### config.mk
export PLATFORM = sky130hd
export DESIGN_NAME = div_unit_flat
export DESIGN_NICKNAME = d
export VERILOG_FILES = /design/src/rtl/div_unit_pkg.sv /design/src/rtl/div_unit_if.sv /design/src/rtl/div_step.sv /design/src/rtl/div_unit.sv /design/src/flat_wrapper.sv
export SDC_FILE = /design/constraint.sdc
export NUM_CORES = 1
export LEC_CHECK = 0
export ABC_AREA = 1
export BUFFER_PORTS_ARGS = -buffer_cell sky130_fd_sc_hd__buf_2
export CAP_MARGIN = 20
export CORE_AREA = 2 2 129 131
export DETAILED_ROUTE_END_ITERATION = 6
export DIE_AREA = 0 0 131 133
export GPL_TIMING_DRIVEN = 0
export HOLD_SLACK_MARGIN = 0.12
export PLACE_DENSITY = 0.79
export RECOVER_POWER = 50
export SLEW_MARGIN = 10
export SYNTH_ARGS = -nofsm -noshare
export SYNTH_HDL_FRONTEND = slang
export SYNTH_SLANG_ARGS = --single-unit
### constraint.sdc
create_clock -name clk -period 3.93 [get_ports clk]
set_input_delay 0.1965 -clock clk [delete_from_list [all_inputs] [get_ports clk]]
set_output_delay 0.1965 -clock clk [all_outputs]
set_load 0.005 [all_outputs]
### src/rtl/div_unit_pkg.sv
// Shared ALU constants for the iterative divider: unit select, op codes and FSM encoding.
// The function-control decoder and the ALU output mux use the same definitions.
package div_unit_pkg;

  localparam logic [2:0] DIV_UNIT_SEL = 3'b101;
  localparam logic       DIV_OP_QUOT  = 1'b0;
  localparam logic       DIV_OP_REM   = 1'b1;

  typedef enum logic [1:0] {
    IDLE = 2'd0,
    CALC = 2'd1,
    FIN  = 2'd2
  } div_state_e;

endpackage

### src/rtl/div_unit_if.sv
// Request/response bundle between the Execute stage and the divider.
interface div_unit_if #(
  parameter int XLEN = 32
);
  logic            start;
  logic            div_op;
  logic [XLEN-1:0] dividend;
  logic [XLEN-1:0] divisor;
  logic [XLEN-1:0] result;
  logic            busy;
  logic            done;

  modport master (
    output start, div_op, dividend, divisor,
    input  result, busy, done
  );

  modport slave (
    input  start, div_op, dividend, divisor,
    output result, busy, done
  );
endinterface

### src/rtl/div_step.sv
// One restoring shift/trial-subtract iteration producing one quotient bit.
module div_step #(
  parameter int XLEN = 32
) (
  input  logic [XLEN-1:0] rem,
  input  logic [XLEN-1:0] q,
  input  logic [XLEN-1:0] divisor,
  output logic [XLEN-1:0] rem_next,
  output logic [XLEN-1:0] q_next
);
  logic [XLEN:0] r_shift;
  logic [XLEN:0] trial;

  assign r_shift = {rem, q[XLEN-1]};
  assign trial   = r_shift - {1'b0, divisor};

  // A borrow means the shifted remainder stays; it is then below the divisor,
  // so its top bit is zero and the low XLEN bits carry the whole value.
  assign rem_next = trial[XLEN] ? r_shift[XLEN-1:0] : trial[XLEN-1:0];
  assign q_next   = {q[XLEN-2:0], ~trial[XLEN]};
endmodule

### src/rtl/div_unit.sv
// Iterative unsigned divider (DIVU/REMU): one quotient bit per cycle, busy stalls the pipeline.
module div_unit
  import div_unit_pkg::*;
#(
  parameter int XLEN = 32
) (
  input  logic     clk,
  input  logic     rst,
  div_unit_if.slave bus
);
  localparam int CNT_W = $clog2(XLEN);

  div_state_e      state_reg, state_next;
  logic [XLEN-1:0] rem_reg, rem_step;
  logic [XLEN-1:0] q_reg, q_step;
  logic [XLEN-1:0] divisor_reg;
  logic [XLEN-1:0] result_reg;
  logic            div_op_reg;
  logic [CNT_W-1:0] cnt_reg;
  logic            accept;
  logic            div_zero;

  assign accept   = bus.start && ((state_reg == IDLE) || (state_reg == FIN));
  assign div_zero = (bus.divisor == '0);

  div_step #(.XLEN(XLEN)) u_step (
    .rem     (rem_reg),
    .q       (q_reg),
    .divisor (divisor_reg),
    .rem_next(rem_step),
    .q_next  (q_step)
  );

  always_comb begin
    state_next = state_reg;
    unique case (state_reg)
      IDLE, FIN: state_next = accept ? (div_zero ? FIN : CALC) : IDLE;
      CALC:      state_next = (cnt_reg == '0) ? FIN : CALC;
      default:   state_next = IDLE;
    endcase
  end

  always_ff @(posedge clk) begin
    if (rst) begin
      state_reg   <= IDLE;
      rem_reg     <= '0;
      q_reg       <= '0;
      divisor_reg <= '0;
      result_reg  <= '0;
      div_op_reg  <= DIV_OP_QUOT;
      cnt_reg     <= '0;
    end else begin
      state_reg <= state_next;
      if (accept) begin
        div_op_reg  <= bus.div_op;
        divisor_reg <= bus.divisor;
        q_reg       <= bus.dividend;
        rem_reg     <= '0;
        cnt_reg     <= CNT_W'(XLEN - 1);
        // Divide-by-zero skips CALC, so its RISC-V result is loaded on the way into FIN.
        if (div_zero) begin
          result_reg <= (bus.div_op == DIV_OP_REM) ? bus.dividend : '1;
        end
      end else if (state_reg == CALC) begin
        rem_reg <= rem_step;
        q_reg   <= q_step;
        cnt_reg <= cnt_reg - CNT_W'(1);
        if (cnt_reg == '0) begin
          result_reg <= (div_op_reg == DIV_OP_REM) ? rem_step : q_step;
        end
      end
    end
  end

  assign bus.result = result_reg;
  assign bus.busy   = (state_reg != IDLE);
  assign bus.done   = (state_reg == FIN);
endmodule

### src/flat_wrapper.sv
// flat-port wrapper written by rule: the top's interface ports become plain ports
module div_unit_flat import div_unit_pkg::*;
#(
  parameter int XLEN = 32
)
  (clk, rst, bus_start, bus_div_op, bus_dividend, bus_divisor, bus_result, bus_busy, bus_done);
  div_unit_if #(.XLEN(XLEN)) bus_i ();
  input  logic clk;
  input  logic rst;
  input wire logic [$bits(bus_i.start)-1:0] bus_start;
  input wire logic [$bits(bus_i.div_op)-1:0] bus_div_op;
  input wire logic [$bits(bus_i.dividend)-1:0] bus_dividend;
  input wire logic [$bits(bus_i.divisor)-1:0] bus_divisor;
  output wire logic [$bits(bus_i.result)-1:0] bus_result;
  output wire logic [$bits(bus_i.busy)-1:0] bus_busy;
  output wire logic [$bits(bus_i.done)-1:0] bus_done;
  assign bus_i.start = bus_start;
  assign bus_i.div_op = bus_div_op;
  assign bus_i.dividend = bus_dividend;
  assign bus_i.divisor = bus_divisor;
  assign bus_result = bus_i.result;
  assign bus_busy = bus_i.busy;
  assign bus_done = bus_i.done;
  div_unit #(.XLEN(XLEN)) u_core (.clk(clk), .rst(rst), .bus(bus_i));
endmodule
==> impl_results.md <==
- DR vias/cell: 5.29
- Area Growth Syn to Fin: 17.8%
- Vias in the first global route: 9,545
- Mapped Cells: 1,525
- Worst Tran Pin Value: 858 ps
- Worst path cell trace: dlygate4sd3_1 > clkbuf_1 > nor4_1 > nand4_1 > nor2_1 > o21ai_0 > clkinv_1 > clkbuf_1 > a21oi_1
- Post-CTS sizing: 0
- Top cell family by delay on the critical path: buffers and inverters
- Status: finished clean
- Crit share post-route: 78.0%
- Share of layout cells above drive strength 1: 9.18%
- Post-Syn Nets: 1,627
- Worst VDD drop: 0.345 mV
- Synthesized cell area: 9140 sq um
- Global-route wire length before repair: 46.4 mm
- Sw frac: 39.3%
- Worst Hold Launch: bus_dividend[24]
- Hold crit path type: primary input to flip-flop
- Clock skew: 11.6 ps
- Synth warn: 0
- Top cell by count, worst path: clkbuf_1
- CP arrival: 3350 ps
- Slowest cell on the critical path: nor4_1
- RR Endpoint: u_core.rem_reg[11]
- Type of origin of the critical path: primary input
- TritonRoute pass-1 iters: 6
- Via count: 10,100
- Max stage delay on crit path: 730 ps
- Die height: 133 um
- Nets: 1,779
- Core Util, Final: 66.6%
- Final Hold Viols: 0
- Inserted Diodes: 0
- Hold Path Cell Cnt: 5
- R2R Setup Slk: 1220 ps
- GP Congestion: 0.934
- Top cell type's share of synthesized area: 29.8%
- Max Freq: 0.326 GHz
- Buffers plus inverters on the worst setup path: 4
- Post-synth top area cell: dfxtp_1
- Largest net degree at the start of global routing: 17
- #FFs+latches synth: 136
- Netlist cell types: 42
- Area contributors post-synth: dfxtp_1, nand2_1, inv_1
- Kind of critical path: primary input to flip-flop
- Die width: 131 um
- Clk Latency, worst-skew pair: 430 ps
- Final Setup Violations: 0
- Clk sink count: 136
- Root Driver: clkbuf_16
- CTS tree: built
- P per Cell Area: 461 nW/um^2
- Clock tree buffer depth: 2
- Final WL: 28.7 mm
- H-tree depth: 4
- Psw: 0.00195 W
- Routed Antenna Nets: 0
- Post-DP HPWL: 21.5 mm
- Worst Hold Endpoint: u_core.bus.result[24]
- Logic pwr share: 37.0%
- RSZ-0062 raised after global routing: false
- Period minus WS final: 3060 ps
- Initial Util: 56.5%
- Initial DRC count: 939
- Max-slew violation count: 0
- Setup_tns: 0 ps
- Total Routing Usage GR: 34.1%
- DR WL/cell: 15.0 um
- CP Max Fanout: 10
- DRC violations left: 0
- Seq/Total Area, Yosys: 29.8%
- Clk pwr share: 31.2%
- CP required: 4220 ps
- Clock transition at path regs: 60 ps
- Total grt overflow: 0
- Total die area: 17,400 sq um
- Initial antenna violation count: 0
- CTS buffer count: 17
- Max Cap Viol: 0
- Worst Setup End Kind: flip-flop
- FF-to-FF path depth: 19
- Core area: 16,200 sq um
- FP Rows: 47
- Io pins: 102
- IO buf count: 101
- LEAKAGE: 5.71 nW
- Pint: 0.00302 W
- Flop pwr share: 31.8%
- Syn Area/Cell: 6.00 sq um
- Normalized max-slew margin: 42.8%
- Reg-to-Reg Start: u_core.q_reg[31]
==> repair_timing <==
item                                    in CTS  in global routing
endpoints found under the hold margin       32                  0
setup buffers                                0                  0
hold buffers                                32                  0
endpoints found under the setup margin       0                  0
==> cell type report <==
| cell class | instances | area (sq um) |
|---|---|---|
| Buffer | 65 | 303 |
| Clock buffer | 17 | 425 |
| Clock inverter | 14 | 128 |
| Fill cell | 1463 | 5400 |
| Inverter | 283 | 1060 |
| Multi-Input combinational cell | 1041 | 5050 |
| Sequential cell | 136 | 2720 |
| Tap cell | 220 | 275 |
| Timing Repair Buffer | 133 | 803 |
==> worst max path at each step <==
stage / start / to / slack (ps) / cells after the start
global route: bus_divisor[17] / u_core.bus.result[26] / 750 / 9
finish: bus_divisor[16] / u_core.bus.result[26] / 870 / 9
CTS: bus_divisor[16] / u_core.bus.result[26] / 1020 / 9
floorplan: u_core.q_reg[31] / u_core.rem_reg[10] / 1610 / 19
detailed placement: bus_divisor[16] / u_core.bus.result[26] / 1170 / 8
global placement: bus_divisor[16] / u_core.bus.result[21] / 1180 / 8
==> cell usage after synthesis, drive strengths merged <==
cell    number
a21oi      161
nor4         8
clkinv       2
nand3b       1
and2        32
xor2         5
buf         16
nand4        9
fa           1
inv        281
clkbuf      49
o22a         1
nand2      471
nand3       56
o22ai        2
a21o         1
a221oi      11
ha          33
dfxtp      136
xnor2       10
o211ai       1
or2          4
nor3         6
a31oi        1
nor2        88
o21ai      135
o21bai       3
and3         1
==> power groups by stage <==
stage	Sequential [W]	Clock (W)	Combinational, W
finish	0.00158	0.00155	0.00184
global route	0.00159	0.00160	0.00206
CTS	0.00158	0.00154	0.00181
detailed placement	0.00160	0	0.00176
global placement	0.00160	0	0.00174
floorplan	0.00159	0	0.00130
==> worst register-to-register path: cells and delay by family, from the launching register on <==
kind,cells,cell delay (ps)
AOI/OAI and AO/OA,1,140
adders and majority gates,2,650
buffers and inverters,4,410
DFF,1,340
and+or+nand+nor,12,1060
==> per-stage QoR <==
stage	setup slack (ps)	hold WS [ps]	total power [W]	instance area, sq um	instances
6_report	865	120	0.00497	10800	1909
5_1_grt	755	152	0.00526	10800	1909
4_1_cts	1020	121	0.00492	10800	1909
3_5_place_dp	1170	452	0.00337	9920	1846
3_3_place_gp	1180	449	0.00334	9920	1846
2_1_floorplan	1610	363	0.00289	9140	1525
==> placed cells by master (no fill, tap or decap), types with 5 or more instances in the layout <==
master | Yosys | layout
nand2_1 | 455 | 455
inv_1 | 278 | 279
a21oi_1 | 156 | 156
dfxtp_1 | 136 | 136
o21ai_0 | 109 | 110
buf_2 | 1 | 84
nor2_1 | 82 | 82
clkbuf_1 | 49 | 70
nand3_1 | 56 | 56
ha_1 | 33 | 33
dlygate4sd3_1 | 0 | 32
o21ai_1 | 26 | 25
and2_1 | 24 | 24
clkbuf_16 | 0 | 17
nand2_2 | 14 | 14
a221oi_1 | 11 | 11
xnor2_1 | 10 | 10
nand4_1 | 9 | 9
nor4_1 | 8 | 8
and2_0 | 8 | 8
nor3_1 | 5 | 5
a21oi_2 | 5 | 5
buf_1 | 8 | 5
nor2_2 | 5 | 5
buf_6 | 5 | 5
xor2_1 | 5 | 5
clkinv_2 | 0 | 5
==> cells by family after synthesis <==
logic type	Yosys count	synth area share, %
AOI/OAI and AO/OA	316	18.2
xor gates and xnor gates	15	1.44
adders and majority gates	34	4.74
buffers and inverters	348	14.9
DFF	136	29.8
and+or+nand+nor	676	30.9
==> layer usage <==
layer	GRT usage (%)	wire [um]	vias up
met5	0	0	-
met4	15.4	1260	0
met3	4.97	2260	86
met2	55.5	13100	471
met1	44.4	12100	4488
li1	-	-	5058
(Power assumes the default switching activity.)
